File: config.mk
export PLATFORM = sky130hd
export DESIGN_NAME = mux16_rr_arbiter
export DESIGN_NICKNAME = d
export VERILOG_FILES = /design/src/rtl/mux16_pkg.sv /design/src/rtl/rr_pick16.sv /design/src/rtl/mux16_rr_arbiter.sv
export SDC_FILE = /design/constraint.sdc
export NUM_CORES = 1
export LEC_CHECK = 0
export CAP_MARGIN = 10
export CORE_MARGIN = 2
export CORE_UTILIZATION = 58
export CTS_CLUSTER_SIZE = 12
export DETAILED_ROUTE_END_ITERATION = 8
export PLACE_DENSITY_LB_ADDON = 0.15
export SLEW_MARGIN = 5
export SYNTH_ARGS = -nofsm -noshare
export SYNTH_HDL_FRONTEND = slang
export SYNTH_SLANG_ARGS = --single-unit
export TNS_END_PERCENT = 100
File: constraint.sdc
create_clock -name clk -period 7.1 [get_ports clk]
set_clock_uncertainty 0.05 [all_clocks]
set_input_delay 1.42 -clock clk [delete_from_list [all_inputs] [get_ports clk]]
set_output_delay 1.42 -clock clk [all_outputs]
set_load 0.005 [all_outputs]
File: src/rtl/mux16_pkg.sv
// Shared definitions for the 16-requester round-robin mux arbiter.
package mux16_pkg;

  localparam int NREQ         = 16;
  localparam int SELW         = 4;
  localparam int MAX_HOLD_DEF = 8;

  typedef enum logic {
    ST_IDLE  = 1'b0,
    ST_GRANT = 1'b1
  } state_t;

  // One-hot decode of a requester index.
  function automatic logic [NREQ-1:0] onehot(input logic [SELW-1:0] idx);
    return NREQ'(1) << idx;
  endfunction

endpackage

File: src/rtl/rr_pick16.sv
// Combinational rotate-priority picker: first set request at or after ptr, wrapping mod 16.
module rr_pick16
  import mux16_pkg::*;
(
  input  logic [NREQ-1:0] req,
  input  logic [SELW-1:0] ptr,
  output logic            any,
  output logic [SELW-1:0] idx
);

  logic [SELW-1:0] cand;

  // Scan offsets from farthest to nearest so the nearest set request overwrites the rest.
  always_comb begin
    any  = |req;
    idx  = '0;
    cand = '0;
    for (int i = NREQ - 1; i >= 0; i--) begin
      cand = ptr + SELW'(i);
      if (req[cand]) idx = cand;
    end
  end

endmodule

File: src/rtl/mux16_rr_arbiter.sv
// Round-robin arbiter driving the select lines of a shared 16:1 bit mux.
// Owner keeps the grant until done, dropping its request, or MAX_HOLD cycles.
module mux16_rr_arbiter
  import mux16_pkg::*;
#(
  parameter int MAX_HOLD = MAX_HOLD_DEF  // legal range 2..255
) (
  input  logic            clk,
  input  logic            rst_n,
  input  logic [NREQ-1:0] req,
  input  logic            done,
  output logic [SELW-1:0] sel,
  output logic [NREQ-1:0] gnt,
  output logic            busy,
  output logic            timeout
);

  localparam int              HCW       = $clog2(MAX_HOLD) + 1;
  localparam logic [HCW-1:0]  HOLD_LAST = HCW'(MAX_HOLD - 1);
  localparam logic [HCW-1:0]  HOLD_SAT  = '1;

  state_t          state, state_nx;
  logic [SELW-1:0] ptr, ptr_nx;
  logic [SELW-1:0] sel_nx;
  logic [NREQ-1:0] gnt_nx;
  logic            busy_nx, timeout_nx;
  logic [HCW-1:0]  hold_cnt, hold_nx;

  logic            pick_any;
  logic [SELW-1:0] pick_idx;
  logic            rel_user, rel_limit, rel_now;

  rr_pick16 u_pick (
    .req (req),
    .ptr (ptr),
    .any (pick_any),
    .idx (pick_idx)
  );

  // Owner-initiated release wins over the hold limit, so timeout only flags a pure limit hit.
  assign rel_user  = done | ~req[sel];
  assign rel_limit = (hold_cnt == HOLD_LAST);
  assign rel_now   = (state == ST_GRANT) & (rel_user | rel_limit);

  // State register.
  always_ff @(posedge clk or negedge rst_n) begin
    if (!rst_n) state <= ST_IDLE;
    else        state <= state_nx;
  end

  // Next-state logic: arbitrate in IDLE, leave GRANT on any release condition.
  always_comb begin
    state_nx = state;
    case (state)
      ST_IDLE:  if (pick_any) state_nx = ST_GRANT;
      ST_GRANT: if (rel_now)  state_nx = ST_IDLE;
    endcase
  end

  // Next values of the registered outputs, pointer and tenure counter.
  always_comb begin
    sel_nx     = sel;
    gnt_nx     = gnt;
    busy_nx    = busy;
    timeout_nx = 1'b0;
    ptr_nx     = ptr;
    hold_nx    = hold_cnt;
    case (state)
      ST_IDLE: begin
        if (pick_any) begin
          sel_nx  = pick_idx;
          gnt_nx  = onehot(pick_idx);
          busy_nx = 1'b1;
          hold_nx = '0;
        end
      end
      ST_GRANT: begin
        if (rel_now) begin
          gnt_nx     = '0;
          busy_nx    = 1'b0;
          ptr_nx     = sel + 1'b1;  // releasing owner drops to lowest priority
          timeout_nx = rel_limit & ~rel_user;
        end else begin
          hold_nx = (hold_cnt == HOLD_SAT) ? hold_cnt : hold_cnt + 1'b1;
        end
      end
    endcase
  end

  // Output, pointer and counter registers; sel is left untouched in IDLE.
  always_ff @(posedge clk or negedge rst_n) begin
    if (!rst_n) begin
      sel      <= '0;
      gnt      <= '0;
      busy     <= 1'b0;
      timeout  <= 1'b0;
      ptr      <= '0;
      hold_cnt <= '0;
    end else begin
      sel      <= sel_nx;
      gnt      <= gnt_nx;
      busy     <= busy_nx;
      timeout  <= timeout_nx;
      ptr      <= ptr_nx;
      hold_cnt <= hold_nx;
    end
  end

endmodule

* Word-level counts from Yosys, hierarchy flattened
Index checks and enable logic that the tools add are counted.
W data, S select, Z words.
** Storage, ports and cells
- Flip-flop bits (word level) :: 31
- Input port bits :: 19
- Output and inout bits :: 22
- Logic and storage cells :: 125
** Cells by class
- Add/sub/neg operators :: 17
- $lt $le $gt $ge :: 17
- Eq/ne operators :: 6
- Shifts and indexed selects :: 1
- Multiplexer cells :: 65
- Bitwise operators :: 7
- Reduce and logical (&&, ||, !) cells :: 5
** Operator list (number)
- $lt A4 B5 Y1 const B :: 17
- $mux W4 :: 19
- $bmux W1 S4 :: 17
- $add A4 B4 Y4 const B :: 8
- $mux W16 :: 2
- $pmux W16 S2 :: 1
- $mux W1 :: 23
- $add A4 B3 Y4 const B :: 4
- $reduce_or A16 Y1 :: 1
- $shl A1 B4 Y16 const A :: 1
- $add A4 B1 Y4 const B :: 3
- $add A4 B2 Y4 const B :: 2
- $pmux W4 S2 :: 1
- $ne A2 B2 Y1 const B :: 3
- $reduce_and A2 Y1 :: 3
- $eq A4 B3 Y1 const B :: 1
- $eq A4 B4 Y1 const B :: 1
- $pmux W1 S2 :: 2
- $not A1 Y1 :: 3
- $reduce_and A3 Y1 :: 1
- $and A1 B1 Y1 :: 2
- $ne A2 B1 Y1 const B :: 1
- $or A1 B1 Y1 :: 2

* Logic depth before layout (Yosys ltp)
- Word-level depth :: 22
- Gate-level depth with buffers :: 16
- Gate-level depth less buffers :: 11

* Cells and area by module
From an unflattened synthesis, not the netlist that was laid out.
** Second synthesis, totals
- Cell total of the unflattened synthesis :: 409
- Area total of the unflattened synthesis :: 4209.0 sq um
** Modules (own cells, without submodules)
- rr_pick16 :: instances 1, cells each 256, area each 2408.6 sq um, seq. area each 0.0 sq um
- mux16_rr_arbiter :: instances 1, cells each 153, area each 1800.5 sq um, seq. area each 775.7 sq um

* Worst setup path before layout
No wires, ideal clock.
- Path type :: in2reg
- Start :: input port req[3]
- End :: register gnt[12]
- Library setup time :: 0.140 ns
- Data arrival time :: 3.873 ns
- Data required time :: 6.910 ns
- Setup slack :: 3.037 ns
- Stages on the path :: 9
- Buffers on the path :: 0
- Cell sequence :: mux4_1 -> mux4_2 -> clkinv_2 -> o31ai_2 -> or4b_1 -> a31o_2 -> o311ai_4 -> a211o_1 -> o31ai_1
** On the way
- Cells in the longest elaborated chain, start to end :: 21
- Elaborated cells between the ends (all ways) :: 61
- Classes of those cells :: 2 x eq/ne; 1 x shift; 52 x mux; 4 x bitwise; 2 x reduce/logical
** Ends and longest elaborated chain
- from (decl) :: RTL line mux16_rr_arbiter.sv:10 : input logic [NREQ-1:0] req,
- $bmux W1 S4 :: RTL line rr_pick16.sv:20 : if (req[cand]) idx = cand;
- $mux W1 (not written as such) :: RTL line rr_pick16.sv:20
- $mux W4 (16 in a row) :: RTL line rr_pick16.sv:20
- $shl A1 B4 Y16 :: RTL line mux16_pkg.sv:15 : return NREQ'(1) << idx;
- $mux W16 :: RTL line mux16_rr_arbiter.sv:70 : if (pick_any) begin
- $pmux W16 S2 :: RTL line mux16_rr_arbiter.sv:68 : case (state)
- to (signal assigned) :: RTL line mux16_rr_arbiter.sv:101 : gnt <= gnt_nx;
- to (decl) :: RTL line mux16_rr_arbiter.sv:13 : output logic [NREQ-1:0] gnt,
Several ways; a longest one is shown, not always the timed one. The select of a mux whose other input is x is not followed.
A chain may end at the register's enable or synchronous reset.

* Final worst setup path
- Start :: register ptr[1]
- End :: register gnt[2]
** On the way
- Cells in the longest elaborated chain, start to end :: 22
- Elaborated cells between the ends (all ways) :: 66
- Classes of those cells :: 15 x add/sub; 1 x shift; 50 x mux
** Ends and longest elaborated chain
- from (decl) :: RTL line mux16_rr_arbiter.sv:23 : logic [SELW-1:0] ptr, ptr_nx;
- from (signal assigned) :: RTL line mux16_rr_arbiter.sv:104 : ptr <= ptr_nx;
- $add A4 B4 Y4 :: RTL line rr_pick16.sv:19 : cand = ptr + SELW'(i);
- $bmux W1 S4 :: RTL line rr_pick16.sv:20
- $mux W1 (not written as such) :: RTL line rr_pick16.sv:20
- $mux W4 (15 in a row) :: RTL line rr_pick16.sv:20
- $mux W4 (*) :: RTL line rr_pick16.sv:20
- $shl A1 B4 Y16 (*) :: RTL line mux16_pkg.sv:15
- $mux W16 (*) :: RTL line mux16_rr_arbiter.sv:70
- $pmux W16 S2 (*) :: RTL line mux16_rr_arbiter.sv:68
Mark *: on every way between the ends. The rest lies on a longest branch, timed or not. The select of a mux whose other input is x is not followed.

==> flow_summary.html <==
<table>
<tr><th>Metric</th><th>Value</th></tr>
<tr><th colspan="2">Synthesis</th></tr>
<tr><td>Share of the synthesized area in compound gates (AO/OA/AOI/OAI)</td><td>22.7%</td></tr>
<tr><td>Number of unique standard cell types used by synthesis</td><td>73</td></tr>
<tr><td>Part of the Yosys area used for sequential elements</td><td>19.6%</td></tr>
<tr><td>Gate count after technology mapping</td><td>400</td></tr>
<tr><td>Synth Register Bits</td><td>31</td></tr>
<tr><td>Synth Flop Type</td><td>sky130_fd_sc_hd__dfrtp_1</td></tr>
<tr><td>Post-synthesis cell type with the largest combined area</td><td>sky130_fd_sc_hd__dfrtp_1</td></tr>
<tr><td>Mapped Nets</td><td>428</td></tr>
<tr><td>Simple-Gate Fraction of Synth Area</td><td>16.1%</td></tr>
<tr><td>Area of the mapped netlist</td><td>3970 um^2</td></tr>
<tr><td>Post-synthesis adder-cell area fraction</td><td>2.84%</td></tr>
<tr><td>Avg Inst Size Synth</td><td>9.92 um^2</td></tr>
<tr><td>Warnings from Yosys</td><td>0</td></tr>
<tr><td>Number of flops mapped to enable cells by yosys</td><td>0</td></tr>
<tr><td>Area share of the largest cell type after synthesis</td><td>19.6%</td></tr>
<tr><td>Share of flip-flops with an asynchronous set or reset after synthesis</td><td>100%</td></tr>
<tr><td>Post-synthesis mux area share</td><td>30.6%</td></tr>
<tr><td>XOR/XNOR Fraction of Synth Area</td><td>4.01%</td></tr>
<tr><td>Biggest area contributors in the synthesized netlist</td><td>sky130_fd_sc_hd__dfrtp_1 (20%), sky130_fd_sc_hd__mux4_2 (16%), sky130_fd_sc_hd__mux2i_1 (6.8%), sky130_fd_sc_hd__o41ai_2 (5.3%), sky130_fd_sc_hd__nand2_1 (4.4%)</td></tr>
<tr><td>Dominant combinational cell family by area after synthesis</td><td>multiplexers</td></tr>
<tr><th colspan="2">STA</th></tr>
<tr><td>Max-slew violation count</td><td>0</td></tr>
<tr><td>Time the final worst path needs with I/O delays and setup</td><td>5.43 ns</td></tr>
<tr><td>Pin slew with the least headroom to its limit</td><td>1.04 ns</td></tr>
<tr><td>Count of endpoints failing setup in the final report</td><td>0</td></tr>
<tr><td>Worst relative slew slack</td><td>30.9%</td></tr>
<tr><td>Number of hold violations in the final report</td><td>0</td></tr>
<tr><td>Timing-limited maximum frequency</td><td>0.184 GHz</td></tr>
<tr><td>Unrepaired setup endpoints after global routing</td><td>false</td></tr>
<tr><td>Setup TNS</td><td>0 ns</td></tr>
<tr><td>Share of the clock period used by the worst path after layout</td><td>76.5%</td></tr>
<tr><th colspan="2">Placement</th></tr>
<tr><td>Number of port buffers</td><td>40</td></tr>
<tr><td>Final weighted congestion of routability-driven global placement</td><td>1.01</td></tr>
<tr><td>Detailed placement HPWL</td><td>8470 um</td></tr>
<tr><th colspan="2">Global route</th></tr>
<tr><td>Initial antenna violation count</td><td>0</td></tr>
<tr><td>Largest net degree at the start of global routing</td><td>40</td></tr>
<tr><td>Via count of the first global-routing pass</td><td>3,384</td></tr>
<tr><td>Total congestion overflow after global routing</td><td>0</td></tr>
<tr><td>All-layer global routing usage</td><td>31.3%</td></tr>
<tr><td>Wire length of the first global-routing pass</td><td>18,300 um</td></tr>
<tr><th colspan="2">Detailed routing</th></tr>
<tr><td>Detailed-route vias per instance</td><td>7.01</td></tr>
<tr><td>Initial drt markers</td><td>424</td></tr>
<tr><td>Remaining routing DRC violations</td><td>0</td></tr>
<tr><td>Drt pass-1 iters</td><td>5</td></tr>
<tr><td>Post-detailed-route count of antenna-violating nets</td><td>0</td></tr>
<tr><td>Total Routed Length</td><td>11,300 um</td></tr>
<tr><td>Routed vias</td><td>3,590</td></tr>
<tr><td>Final routed wire length divided by cell count</td><td>22.1 um</td></tr>
<tr><th colspan="2">Clocking</th></tr>
<tr><td>Clock sink count</td><td>31</td></tr>
<tr><td>CTS Root Cell</td><td>sky130_fd_sc_hd__clkbuf_8</td></tr>
<tr><td>CTS tree</td><td>done</td></tr>
<tr><td>Inserted Clock Buffers</td><td>5</td></tr>
<tr><td>Count of H-tree levels built during CTS</td><td>2</td></tr>
<tr><td>Worst-Skew Late Latency</td><td>0.28 ns</td></tr>
<tr><td>Total of cells resized after clock tree synthesis</td><td>0</td></tr>
<tr><td>Number of buffers inserted by hold repair at cts</td><td>0</td></tr>
<tr><td>Post-CTS clock slew at the launch and capture registers of the worst setup and hold paths</td><td>0.06 ns</td></tr>
<tr><td>Max Buffers Root-to-Sink</td><td>2</td></tr>
<tr><td>Post-CTS Setup Bufs</td><td>0</td></tr>
<tr><th colspan="2">Floorplanning</th></tr>
<tr><td>Chip Height</td><td>86.7 um</td></tr>
<tr><td>Die ar.</td><td>7520 um^2</td></tr>
<tr><td>Die outline width</td><td>86.7 um</td></tr>
<tr><td>Core Box Area</td><td>6720 um^2</td></tr>
<tr><td>Site row count</td><td>30</td></tr>
<tr><td>Count of boundary I/O pins</td><td>41</td></tr>
<tr><td>Initial Utilization</td><td>59.0%</td></tr>
<tr><th colspan="2">Layout</th></tr>
<tr><td>NumNets Final</td><td>459</td></tr>
<tr><td>Most common library cell in the layout ignoring fill and taps</td><td>sky130_fd_sc_hd__nand2_1</td></tr>
<tr><td>Most used cells in the layout excluding fill and tap cells</td><td>sky130_fd_sc_hd__nand2_1 (46), sky130_fd_sc_hd__clkdlybuf4s50_1 (40), sky130_fd_sc_hd__dfrtp_1 (31)</td></tr>
<tr><td>Ratio of cells with drive above 1 in the final layout</td><td>21.1%</td></tr>
<tr><td>Post-layout utilization of the core</td><td>66.8%</td></tr>
<tr><td>Area delta synth-&gt;final</td><td>13.2%</td></tr>
<tr><td>ANT cells</td><td>0</td></tr>
<tr><th colspan="2">Critical path</th></tr>
<tr><td>Endpoint class of the critical path</td><td>register</td></tr>
<tr><td>Worst path cell trace</td><td>inv_1 &gt; ha_1 &gt; mux2i_1 &gt; and3_1 &gt; a21o_1 &gt; nor3b_1 &gt; or2_1 &gt; nor4_1 &gt; o311ai_1 &gt; a21oi_4 &gt; o41ai_2</td></tr>
<tr><td>Kind of start point of the critical path</td><td>register</td></tr>
<tr><td>Required time worst endpoint</td><td>7.23 ns</td></tr>
<tr><td>Kind of critical path</td><td>register to register</td></tr>
<tr><td>Worst Path Buf+Inv</td><td>1</td></tr>
<tr><td>Biggest fanout along the worst timing path</td><td>23</td></tr>
<tr><td>Library cell contributing the largest single delay on the critical path</td><td>sky130_fd_sc_hd__dfrtp_1</td></tr>
<tr><td>Delay-heaviest family, CP</td><td>compound AO/OA/AOI/OAI gates</td></tr>
<tr><td>CP arrival</td><td>5.56 ns</td></tr>
<tr><td>Maximum cell stage delay along the critical path</td><td>1.02 ns</td></tr>
<tr><th colspan="2">Run status</th></tr>
<tr><td>Status</td><td>finished, final reports clean</td></tr>
<tr><th colspan="2">Run</th></tr>
<tr><td>Max cap viols</td><td>0</td></tr>
<tr><th colspan="2">Min path</th></tr>
<tr><td>Path class of the lowest-slack min-delay path</td><td>register to register</td></tr>
</table>
metrics by stage:
stage          setup WS, ns  instance area (um^2)  cells  hold slack [ns]
2_1_floorplan          3.04                  3970    400            0.403
3_3_place_gp           1.91                  4390    504            0.414
3_5_place_dp           1.79                  4390    504            0.410
4_1_cts                1.76                  4490    512            0.431
5_1_grt                1.35                  4490    512            0.462
6_report               1.67                  4490    512            0.429
layer usage:
layer | track usage, % | up-vias | routed length (um)
met3 | 4.00 | 26 | 881
met1 | 43.7 | 1749 | 4720
li1 | - | 1628 | -
met2 | 50.3 | 187 | 5370
met4 | 11.1 | 0 | 333
met5 | 0 | - | 0
Yosys cell counts, types with 6 or more instances:
cell / number
sky130_fd_sc_hd__mux4_2: 29
sky130_fd_sc_hd__dfrtp_1: 31
sky130_fd_sc_hd__a21oi_1: 25
sky130_fd_sc_hd__nor2_1: 27
sky130_fd_sc_hd__xor2_1: 6
sky130_fd_sc_hd__clkbuf_1: 6
sky130_fd_sc_hd__mux2i_1: 27
sky130_fd_sc_hd__nor2b_1: 7
sky130_fd_sc_hd__nor3_1: 7
sky130_fd_sc_hd__o41ai_2: 13
sky130_fd_sc_hd__nor4_1: 9
sky130_fd_sc_hd__inv_1: 8
sky130_fd_sc_hd__mux2_2: 14
sky130_fd_sc_hd__ha_1: 9
sky130_fd_sc_hd__nand2_1: 46
sky130_fd_sc_hd__buf_2: 8
sky130_fd_sc_hd__o21ai_1: 7
sky130_fd_sc_hd__nand3_1: 8
sky130_fd_sc_hd__o21ai_0: 15
cells by family (layout without fill, tap and decap cells):
family / after synthesis / count (layout)
buffers and inverters: 33 / 65
xor gates and xnor gates: 13 / 13
DFF: 31 / 31
AOI/OAI and AO/OA: 107 / 107
and+or+nand+nor: 129 / 129
adders and majority gates: 9 / 9
muxes: 78 / 78
path summary, 6_finish.rpt:
| check | startpoint | to | slack, ns | cells after the start |
|---|---|---|---|---|
| min | gnt[12] | gnt[12] | 0.43 | 2 |
| max reg2reg | ptr[1] | gnt[2] | 1.67 | 11 |
| min in group asynchronous | rst_n | ptr[1] | 1.47 | 2 |
| min reg2reg | gnt[12] | gnt[12] | 0.43 | 2 |
| max | ptr[1] | gnt[2] | 1.67 | 11 |
| max in group asynchronous | rst_n | hold_cnt[1] | 5.24 | 2 |
sequential cells by signal (all words and copies together), names as in the netlist:
name / flops
busy: 1
ptr: 4
timeout: 1
gnt: 16
state: 1
sel: 4
hold_cnt: 4
final cells by class:
cell class / count / area (um^2)
Multi-Input combinational cell: 336 / 3030
Fill cell: 518 / 2230
Sequential cell: 31 / 776
Timing Repair Buffer: 44 / 430
Clock buffer: 8 / 100
Tap cell: 80 / 100
Inverter: 13 / 50.0
worst min-delay path, cell delays in order, from the launching register on:
cell and delay (ns):
sky130_fd_sc_hd__dfrtp_1 0.34, sky130_fd_sc_hd__nand2_1 0.05, sky130_fd_sc_hd__o31ai_1 0.05
Power is not shown: default switching activity piles up to over one toggle a cycle in this logic, so the estimate is an artifact.
